$ cat src/rtl/truth_table_sweeper.sv
// Sweeps a 3-input gate through all eight input rows, captures its output
// into an 8-bit truth table and compares the table against EXPECTED.
module truth_table_sweeper #(
  parameter int unsigned SETTLE_CYCLES = 4,
  parameter logic [7:0]  EXPECTED      = 8'hC7
) (
  input  logic       clk,
  input  logic       rst_n,
  input  logic       start,
  input  logic       abort,
  input  logic       dut_out,
  output logic       in1,
  output logic       in2,
  output logic       in3,
  output logic       busy,
  output logic       done,
  output logic       pass,
  output logic [7:0] table_out
);

  localparam logic [7:0] CntMax = 8'(SETTLE_CYCLES - 1);

  typedef enum logic [1:0] {StIdle, StSettle, StSample, StDone} state_e;

  state_e     state_q, state_d;
  logic [2:0] idx_q, idx_d;
  logic [7:0] cnt_q, cnt_d;
  logic [7:0] table_q, table_d;
  logic       busy_q, busy_d;
  logic       done_q, done_d;
  logic       pass_q, pass_d;

  always_comb begin
    state_d = state_q;
    idx_d   = idx_q;
    cnt_d   = cnt_q;
    table_d = table_q;
    busy_d  = busy_q;
    done_d  = done_q;
    pass_d  = pass_q;

    unique case (state_q)
      StIdle, StDone: begin
        // abort is deliberately ignored here; start always wins.
        if (start) begin
          state_d = StSettle;
          idx_d   = 3'd0;
          cnt_d   = 8'd0;
          table_d = 8'h00;
          busy_d  = 1'b1;
          done_d  = 1'b0;
          pass_d  = 1'b0;
        end
      end
      StSettle: begin
        if (abort) begin
          state_d = StIdle;
          idx_d   = 3'd0;
          cnt_d   = 8'd0;
          table_d = 8'h00;
          busy_d  = 1'b0;
          done_d  = 1'b0;
          pass_d  = 1'b0;
        end else if (cnt_q == CntMax) begin
          state_d = StSample;
        end else begin
          cnt_d = cnt_q + 8'd1;
        end
      end
      StSample: begin
        if (abort) begin
          state_d = StIdle;
          idx_d   = 3'd0;
          cnt_d   = 8'd0;
          table_d = 8'h00;
          busy_d  = 1'b0;
          done_d  = 1'b0;
          pass_d  = 1'b0;
        end else begin
          // Row 000 lands in bit 7, row 111 in bit 0.
          table_d[3'd7 - idx_q] = dut_out;
          if (idx_q == 3'd7) begin
            state_d = StDone;
            busy_d  = 1'b0;
            done_d  = 1'b1;
            pass_d  = (table_d == EXPECTED);
          end else begin
            state_d = StSettle;
            idx_d   = idx_q + 3'd1;
            cnt_d   = 8'd0;
          end
        end
      end
      default: state_d = StIdle;
    endcase
  end

  always_ff @(posedge clk or negedge rst_n) begin
    if (!rst_n) begin
      state_q <= StIdle;
      idx_q   <= 3'd0;
      cnt_q   <= 8'd0;
      table_q <= 8'h00;
      busy_q  <= 1'b0;
      done_q  <= 1'b0;
      pass_q  <= 1'b0;
    end else begin
      state_q <= state_d;
      idx_q   <= idx_d;
      cnt_q   <= cnt_d;
      table_q <= table_d;
      busy_q  <= busy_d;
      done_q  <= done_d;
      pass_q  <= pass_d;
    end
  end

  // idx stays at 7 in DONE, so the gate inputs hold 111 there.
  assign in1       = idx_q[2];
  assign in2       = idx_q[1];
  assign in3       = idx_q[0];
  assign busy      = busy_q;
  assign done      = done_q;
  assign pass      = pass_q;
  assign table_out = table_q;

endmodule

$ cat config.mk
export PLATFORM = sky130hd
export DESIGN_NAME = truth_table_sweeper
export DESIGN_NICKNAME = d
export VERILOG_FILES = /design/src/rtl/truth_table_sweeper.sv
export SDC_FILE = /design/constraint.sdc
export NUM_CORES = 1
export LEC_CHECK = 0
export BUFFER_PORTS_ARGS = -buffer_cell sky130_fd_sc_hd__buf_4
export CORE_UTILIZATION = 45
export CTS_CLUSTER_SIZE = 8
export DETAILED_ROUTE_END_ITERATION = 6
export HOLD_SLACK_MARGIN = 0.12
export SLEW_MARGIN = 5
export SYNTH_ARGS = -nofsm -noshare
export SYNTH_HDL_FRONTEND = slang
export SYNTH_SLANG_ARGS = --single-unit
$ cat constraint.sdc
create_clock -name clk -period 2.08 [get_ports clk]
set_input_delay 0.104 -clock clk [delete_from_list [all_inputs] [get_ports clk]]
set_output_delay 0.104 -clock clk [all_outputs]
set_load 0.03 [all_outputs]
==> results.md, run 1 <==
* Dpl hpwl at 2.46 mm
* Synthesized Nets at 171
* CTS tree: done
* Vias in the first global route at 1176
* Minimum clock period at 2.00 ns
* Critical Path AT at 2.25 ns
* First-pass GRT wire length at 5.58 mm
* Final Util at 0.553
* Slew @ Worst Pin at 0.583 ns
* Antenna diode count at 0
* DRT antenna net count at 0
* Critical Path RT at 2.33 ns
* Final setup violation count at 0
* Total grt overflow at 0
* Syn Area/Cell at 9.02 um^2
* Cell area after synthesis at 1450 um^2
* # nets final at 192
* Synth cell types at 43
* Max cap viols at 0
* Register area share after synthesis at 0.413
* Syn. warnings at 0
* Cell Count, Final, Fillers Out at 224
* Peak supply drop at 0.000246 V
* Max-slew headroom at 0.601
* Share of cells above drive strength 1 at 0.206
* Area Overhead vs Synth at 16.2%
* DR vias at 1250
* I/O pin cnt at 19
* Placed inst area at 1640 um^2
* All-layer global routing usage at 0.213
* Flops & latches, synth at 24
* Pwr Density at 645 nW/um^2
* Cells after synthesis at 161
* Main synth FF type: dfrtp_1
* Total Power at 1.09 mW
* Setup crit start kind: flip-flop
* CP endpoint kind: flip-flop
* Die area at 3460 um^2
* RePlAce Congestion at 0.922
* CTS Root Cell: clkbuf_4
* Leak at 0.766 nW
* Status: finished clean
* Core Area at 3050 um^2
* Final Cycle Share at 0.960
* Worst-path maximum fanout at 8
* Die width at 58.8 um
* Vias per inst at 5.58
* WL/cell at 15.0 um
* Pin count of the biggest net entering global routing at 25
* Post-synth EDFFs at 0
* Die height at 58.8 um
* Reg clk slew, reported paths at 0.14 ns
* WS Path Type: reg -> reg
* Pre-CTS setup slack at 0.0903 ns
* HP Class: in -> reg
* Initial Util at 0.476
* # DRC at 0
* R2r worst-path depth at 6
* Total wire length at 3.37 mm
* Setup slack after layout at 0.0824 ns
* Iter 0 DRT Violations at 58
* Port Buffers at 18
* Initial antenna violation count at 0
* FP Rows at 20
* Bufs on Longest Clock Path at 2
* Clock latency on the worst-skew pair at 0.32 ns
* Hold WS at 0.148 ns
* Fmax at 501 MHz
* Fillers at 297
* Fin Setup TNS at 0 ns
* Clock H-tree levels at 1
* Drt pass-1 iters at 4
* Max Clock Skew at 0.0113 ns
* Fraction of registers with async set/reset at 1.00
* Final instance area at 1690 um^2
* Endpoints failing hold at 0
* Post CTS Setup Buffer Count at 0
* Clk sinks at 24
* Worst Hold Path Cells at 3
* Placed cell count at 219
* Pins Over Slew Limit at 0
* CTS buffer count at 3
==> power breakdown <==
part           total [mW]  internal [mW]  leakage [nW]  switching [mW]
clock network       0.211         0.0677        0.0138           0.143
logic               0.351          0.122         0.422           0.230
registers           0.527          0.499         0.330          0.0279
total                1.09          0.688         0.766           0.401
==> critical path, cell delays in order (launching register included) <==
cell and delay [ns]:
dfrtp_1 0.41, inv_1 0.06, ha_1 0.35, nor2b_2 0.22
a21o_1 0.22, or4_1 0.51, a21oi_1 0.16
==> cell type report <==
cell class                 instances  area [um^2]  share of cell area
sequential                        24          601               0.356
clock buffer                       3         22.5              0.0133
timing repair buffer              24          185               0.110
tap                               44         55.1              0.0326
multi-input combinational        123          802               0.475
inverter                           6         22.5              0.0133
==> timing repair <==
item,4_1_cts,5_1_grt
endpoints found under the setup margin,0,6
gates resized for setup,0,2
hold buffers,2,0
endpoints found under the hold margin,26,0
==> flip-flops by register name (all words and copies together) (netlist names) <==
register   count
cnt_q          8
table_out      8
idx_q          3
state_q        2
busy           1
done           1
pass           1
==> final timing paths <==
path	from	to	slack (ns)
max	state_q[0]$_DFFE_PN0P_	cnt_q[7]$_DFFE_PN0P_	0.08
min	dut_out	table_out[2]$_DFFE_PN0P_	0.15
max reg2reg	state_q[0]$_DFFE_PN0P_	cnt_q[7]$_DFFE_PN0P_	0.08
min reg2reg	table_out[2]$_DFFE_PN0P_	table_out[2]$_DFFE_PN0P_	0.54
max in group asynchronous	rst_n	cnt_q[3]$_DFFE_PN0P_	1.63
min in group asynchronous	rst_n	table_out[7]$_DFFE_PN0P_	0.21
==> placed cells by master, fill, tap and decap left out, types with 3 or more instances in the layout <==
cell / synthesis / layout
buf_4: 0 / 22
clkbuf_4: 0 / 3
nor2_1: 12 / 12
inv_1: 6 / 6
nor2b_1: 5 / 4
o21ai_0: 14 / 14
o21ai_1: 4 / 3
a21oi_1: 13 / 13
ha_1: 5 / 5
mux2i_1: 3 / 3
a22o_1: 5 / 5
dfrtp_1: 24 / 24
nand2b_1: 7 / 7
nand4_1: 4 / 4
nand2_1: 15 / 15
or2_2: 3 / 3
==> kinds of logic after synthesis <==
group,Yosys count,share of synthesized area
fa+ha+maj,5,0.0431
simple gates,58,0.215
xor+xnor,3,0.0181
flops,24,0.413
compound gates,52,0.235
buf+inv,14,0.0388
mux,5,0.0362
==> synthesized netlist by cell type, types with 2 or more instances <==
cell type,number,area share
nand4_1,4,0.017
o21ai_0,14,0.048
a21oi_1,13,0.045
nand2b_1,7,0.030
or2_2,3,0.013
nor3_1,2,0.0069
xnor2_1,2,0.012
a2111oi_0,2,0.012
dfrtp_1,24,0.41
buf_2,3,0.010
o31ai_2,2,0.017
mux2_2,2,0.016
inv_1,6,0.016
clkbuf_1,5,0.013
nand2_1,15,0.039
a22o_1,5,0.030
ha_1,5,0.043
nor4b_1,2,0.012
o21ai_1,4,0.014
nor2b_1,5,0.022
mux2i_1,3,0.021
nor2_1,12,0.031
==> metal layers <==
metal  share of wire  vias to the layer above  wire length [um]  GRT usage
met1            0.49                      606              1660      0.302
met2            0.48                       17              1620      0.338
met4          0.0059                        0                20     0.0748
li1                -                      625                 -          -
met5               0                        -                 0          0
met3           0.019                        2                65     0.0220
No activity file was read; power rests on OpenSTA's default activity.
==> inputs of run 2 (changes only) <==
--- a/config.mk
+++ b/config.mk
@@ -7,4 +7,6 @@
 export LEC_CHECK = 0
+export ABC_AREA = 1
 export BUFFER_PORTS_ARGS = -buffer_cell sky130_fd_sc_hd__buf_4
 export CORE_UTILIZATION = 45
+export CTS_BUF_LIST = sky130_fd_sc_hd__clkbuf_16
 export CTS_CLUSTER_SIZE = 8
--- a/constraint.sdc
+++ b/constraint.sdc
@@ -3,2 +3,2 @@
 set_output_delay 0.104 -clock clk [all_outputs]
-set_load 0.03 [all_outputs]
+set_load 0.05 [all_outputs]
==> results.md, run 2 <==
* Status: finished clean
* Final Util at 0.574
* Drt pass-1 iters at 5
* Post CTS Setup Buffer Count at 0
* Share of cells above drive strength 1 at 0.285
* Endpoints failing hold at 0
* Post-synth top area cell: dfrtp_1
* Slew @ Worst Pin at 0.334 ns
* Top post-synthesis cells by area: dfrtp_1 (40%), nand2_1 (11%), nand3_1 (5.3%)
* Setup crit start kind: flip-flop
* Leak at 0.874 nW
* Minimum clock period at 1.78 ns
* Dpl hpwl at 2.30 mm
* Clock H-tree levels at 1
* Post-synth EDFFs at 0
* Initial Util at 0.485
* Die height at 59.8 um
* Core Area at 3100 um^2
* Most frequent cell after synthesis: nand2_1
* Final Cycle Share at 0.855
* R2r worst-path depth at 8
* Bufs on Longest Clock Path at 2
* Fillers at 285
* CTS tree: done
* Final setup violation count at 0
* Fraction of registers with async set/reset at 1.00
* Register area share after synthesis at 0.399
* Area Overhead vs Synth at 18.4%
* Worst r2r dst: cnt_q[4]$_DFFE_PN0P_
* DR vias at 1235
* Peak supply drop at 0.000580 V
* Syn. warnings at 0
* DRT antenna net count at 0
* Syn Area/Cell at 8.13 um^2
* All-layer global routing usage at 0.198
* # nets final at 218
* WS Path Type: reg -> reg
* # DRC at 0
* Worst setup path startpoint: idx_q[1]$_DFFE_PN0P_
* Die width at 59.8 um
* Total grt overflow at 0
* Fmax at 562 MHz
* Clk sinks at 24
* Max Clock Skew at 0.00242 ns
* Top cell type's share of synthesized area at 0.399
* Pwr Density at 973 nW/um^2
* CP endpoint kind: flip-flop
* Fin Setup TNS at 0 ns
* Vias in the first global route at 1196
* Leading cell type in the layout, fill and taps excluded: nand2_1
* Vias per inst at 4.92
* CTS resizes at 0
* CTS Root Cell: clkbuf_16
* Synth top cells by count: nand2_1 (46), dfrtp_1 (24), inv_1 (17), nand3_1 (16), nor2_1 (12)
* HP Class: in -> reg
* CTS buffer count at 3
* FP Rows at 20
* RSZ-0062 raised after global routing: no
* Cells after synthesis at 185
* Clock latency on the worst-skew pair at 0.26 ns
* Worst Hold Path Cells at 4
* Synthesized Nets at 195
* Total wire length at 2.98 mm
* Max-slew headroom at 0.778
* Worst-path maximum fanout at 10
* Critical Path RT at 2.23 ns
* Most frequent cells in the layout: nand2_1 (46), dfrtp_1 (24), buf_4 (20)
* Worst Hold End: cnt_q[3]$_DFFE_PN0P_
* Max cap viols at 0
* Reg-to-reg slack, setup at 0.30 ns
* Initial antenna violation count at 0
* Die area at 3580 um^2
* Reg clk slew, reported paths at 0.06 ns
* Worst r2r src: idx_q[1]$_DFFE_PN0P_
* Port Buffers at 18
* WL/cell at 11.9 um
* Worst hold start: abort
* Pins Over Slew Limit at 0
* Main synth FF type: dfrtp_1
* First-pass GRT wire length at 5.23 mm
* I/O pin cnt at 19
* Iter 0 DRT Violations at 57
* Cell area after synthesis at 1500 um^2
* Synth cell types at 29
* Pin count of the biggest net entering global routing at 25
* RePlAce Congestion at 0.795
* Antenna diode count at 0
* Critical Path AT at 1.93 ns
* Flops & latches, synth at 24
==> run 2: worst max path at each step <==
stage / endpoint / slack [ns] / cells after the start
after floorplan: cnt_q[2]$_DFFE_PN0P_ / 0.29 / 8
after global placement: cnt_q[7]$_DFFE_PN0P_ / 0.36 / 8
after detailed placement: cnt_q[4]$_DFFE_PN0P_ / 0.31 / 8
after global routing: cnt_q[7]$_DFFE_PN0P_ / 0.15 / 8
final: cnt_q[4]$_DFFE_PN0P_ / 0.30 / 8
after CTS: cnt_q[4]$_DFFE_PN0P_ / 0.29 / 8
==> run 2: report_power, final <==
group / leakage (nW) / total [mW] / internal, mW / switching [mW]
sequential: 0.328 / 0.565 / 0.525 / 0.0404
combinational: 0.507 / 0.746 / 0.232 / 0.514
clock: 0.0385 / 0.421 / 0.257 / 0.164
==> run 2: final cells by class <==
cell class,instances,area [um^2],area share
multi-input combinational,132,783,0.440
sequential,24,601,0.337
timing repair buffer,21,160,0.0900
inverter,26,103,0.0576
clock buffer,3,75.1,0.0422
tap,44,55.1,0.0309
clock inverter,1,3.75,0.00211
==> run 2: per-layer routing <==
metal | track usage | wire length (um) | up-vias
li1 | - | - | 650
met1 | 0.289 | 1550 | 546
met2 | 0.278 | 1240 | 34
met3 | 0.0455 | 153 | 5
met4 | 0.0864 | 41 | 0
met5 | 0 | 0 | -
==> run 2: through the flow <==
step	std cells	total power [mW]	area, um^2	worst slack (ns)	hold slack, ns
2_1_floorplan	185	1.16	1500	0.293	-0.192
3_3_place_gp	246	1.32	1690	0.363	0.0245
3_5_place_dp	246	1.33	1690	0.307	0.0244
4_1_cts	251	1.75	1780	0.287	0.144
5_1_grt	251	1.86	1780	0.147	0.180
6_report	251	1.73	1780	0.302	0.137
==> run 2: critical path, stage by stage (launching register included) <==
cell and delay [ns]:
dfrtp_1 0.49, ha_1 0.26, ha_1 0.25, nand3_4 0.14, nand2_2 0.12, o21ai_4 0.21
inv_4 0.07, nand2_1 0.07, o21ai_2 0.05
==> run 2: cell families after synthesis <==
logic type / after synthesis / synth area share
AND/OR/NAND/NOR: 101 / 0.355
buffers and inverters: 29 / 0.0799
AO/OA/AOI/OAI: 24 / 0.112
flip-flops: 24 / 0.399
adder cells (fa/ha/maj): 5 / 0.0416
XOR/XNOR: 2 / 0.0116
==> run 2: what timing repair did <==
action                                 CTS  global route
setup endpoints to repair                0             0
endpoints found under the hold margin   24             0
hold buffers                             1             0
==> inputs of run 3 (changes only) <==
ABC_AREA = default   (was 1)
==> results.md, run 3 (synthesized netlist as in run 1, its figures left out) <==
* CP Cell Sequence: inv_1, ha_1, nor2b_1, a21o_1, or4_1, a21oi_1
* Setup crit start kind: flip-flop
* RePlAce Congestion at 0.822
* Pins Over Slew Limit at 0
* Final Util at 0.573
* Max Clock Skew at 0.00275 ns
* Worst Hold End: table_out[2]$_DFFE_PN0P_
* Clock latency on the worst-skew pair at 0.26 ns
* FP Rows at 20
* I/O pin cnt at 19
* Multi-input logic area at 796 um^2
* DR WL met3 at 123 um
* Leak at 0.794 nW
* Vias in the first global route at 1307
* Worst path buffer plus inverter count at 1
* Pwr Density at 738 nW/um^2
* Critical Path RT at 2.26 ns
* Total grt overflow at 0
* Worst r2r src: state_q[0]$_DFFE_PN0P_
* Iter 0 DRT Violations at 92
* Worst Hold Path Cells at 3
* DRT antenna net count at 0
* Critical path's top delay family: simple AND/OR/NAND/NOR gates
* Worst-path cell with the longest stage delay: or4_1
* Final setup violation count at 0
* HP Class: in -> reg
* Metal-1 WL at 1.56 mm
* Die height at 58.8 um
* # DRC at 0
* Initial Util at 0.476
* Die area at 3460 um^2
* Core Area at 3050 um^2
* WL/cell at 14.9 um
* Most frequent cells in the layout: buf_4 (23), dfrtp_1 (22), nand2_1 (15)
* Reg clk slew, reported paths at 0.06 ns
* Total Power at 1.29 mW
* RSZ-0062 raised after global routing: no
* Met2 wire length at 1.63 mm
* First-pass GRT wire length at 5.80 mm
* Worst-path maximum fanout at 8
* Pin count of the biggest net entering global routing at 25
* # nets final at 193
* Antenna diode count at 0
* Dpl hpwl at 2.47 mm
* Port Buffers at 18
* CP endpoint kind: flip-flop
* Initial antenna violation count at 0
* Worst hold start: dut_out
* Max-slew headroom at 0.601
* Share of cells above drive strength 1 at 0.209
* Area Overhead vs Synth at 20.3%
* Worst setup path startpoint: state_q[0]$_DFFE_PN0P_
* WS Path Type: reg -> reg
* Clock H-tree levels at 1
* Minimum clock period at 1.98 ns
* Final Cycle Share at 0.951
* Die width at 58.8 um
* CTS buffer count at 3
* Drt pass-1 iters at 4
* Uppermost layer routed: met4
* Fillers at 280
* Reg-to-reg slack, setup at 0.10 ns
* CTS resizes at 0
* Status: finished clean
* Vias per inst at 5.61
* Peak supply drop at 0.000553 V
* Fin Setup TNS at 0 ns
* Seq. cell area at 603 um^2
* Critical Path AT at 2.16 ns
* Slew @ Worst Pin at 0.595 ns
* Fmax at 506 MHz
* R2r worst-path depth at 6
* Leading cell type in the layout, fill and taps excluded: buf_4
* CTS tree: done
* Bufs on Longest Clock Path at 2
* All-layer global routing usage at 0.224
* DR vias at 1268
* Max cap viols at 0
* CTS Root Cell: clkbuf_16
* Worst r2r dst: cnt_q[7]$_DFFE_PN0P_
* Total wire length at 3.38 mm
* Endpoints failing hold at 0
* Clk sinks at 24
* Slowest stage delay, CP at 0.51 ns
run 3: cell types whose count changed in the layout (fill, tap and decap cells not counted), moves of 6 or more:
cell | previous run | this run
inv_1 | 17 | 7
inv_2 | 7 | 0
nand2_2 | 6 | 0
nand2_1 | 46 | 15
a21oi_1 | 2 | 13
nand2b_1 | 0 | 7
o21ai_0 | 3 | 14
nand3_1 | 16 | 1
run 3: per-stage QoR:
step | setup slack (ns) | hold slack [ns] | instances | instance area (um^2)
final | 0.103 | 0.238 | 226 | 1750
after global routing | 0.0193 | 0.277 | 226 | 1750
after CTS | 0.0970 | 0.240 | 226 | 1750
after detailed placement | 0.109 | 0.0241 | 220 | 1650
after global placement | 0.189 | 0.0209 | 220 | 1650
after floorplan | 0.0675 | -0.192 | 161 | 1460
run 3: layout make-up:
cell class | instances | area share
Multi-Input combinational cell | 123 | 0.455
Sequential cell | 24 | 0.345
Timing Repair Buffer | 25 | 0.110
Clock buffer | 3 | 0.0429
Tap cell | 44 | 0.0315
Inverter | 6 | 0.0129
Clock inverter | 1 | 0.00215
run 3: power breakdown:
group,switching [mW],internal [mW],total (mW),leakage [nW]
sequential,0.0242,0.499,0.524,0.327
clock,0.159,0.257,0.416,0.0423
combinational,0.233,0.117,0.350,0.425
total,0.416,0.873,1.29,0.794
run 3: timing repair:
item,4_1_cts,5_1_grt
hold endpoints to repair,25,0
hold buffers,2,0
setup buffers,0,0
endpoints found under the setup margin,0,0
run 3: worst max-delay path by stage:
stage / cells past startpoint / to
after floorplan: 6 / cnt_q[7]$_DFFE_PN0P_
after global placement: 6 / cnt_q[7]$_DFFE_PN0P_
after detailed placement: 6 / cnt_q[7]$_DFFE_PN0P_
after CTS: 6 / cnt_q[7]$_DFFE_PN0P_
after global routing: 6 / cnt_q[7]$_DFFE_PN0P_
final: 6 / cnt_q[7]$_DFFE_PN0P_
run 3: metal layers:
metal,global-route usage,vias to the layer above
li1,-,627
met3,0.0396,7
met4,0.102,0
met2,0.357,34
met1,0.296,600
met5,0,-
run 3: worst reg2reg max path, stage by stage (launching register included):
cell	delay, ns
dfrtp_1	0.38
inv_1	0.05
ha_1	0.34
nor2b_1	0.23
a21o_1	0.24
or4_1	0.51
a21oi_1	0.16
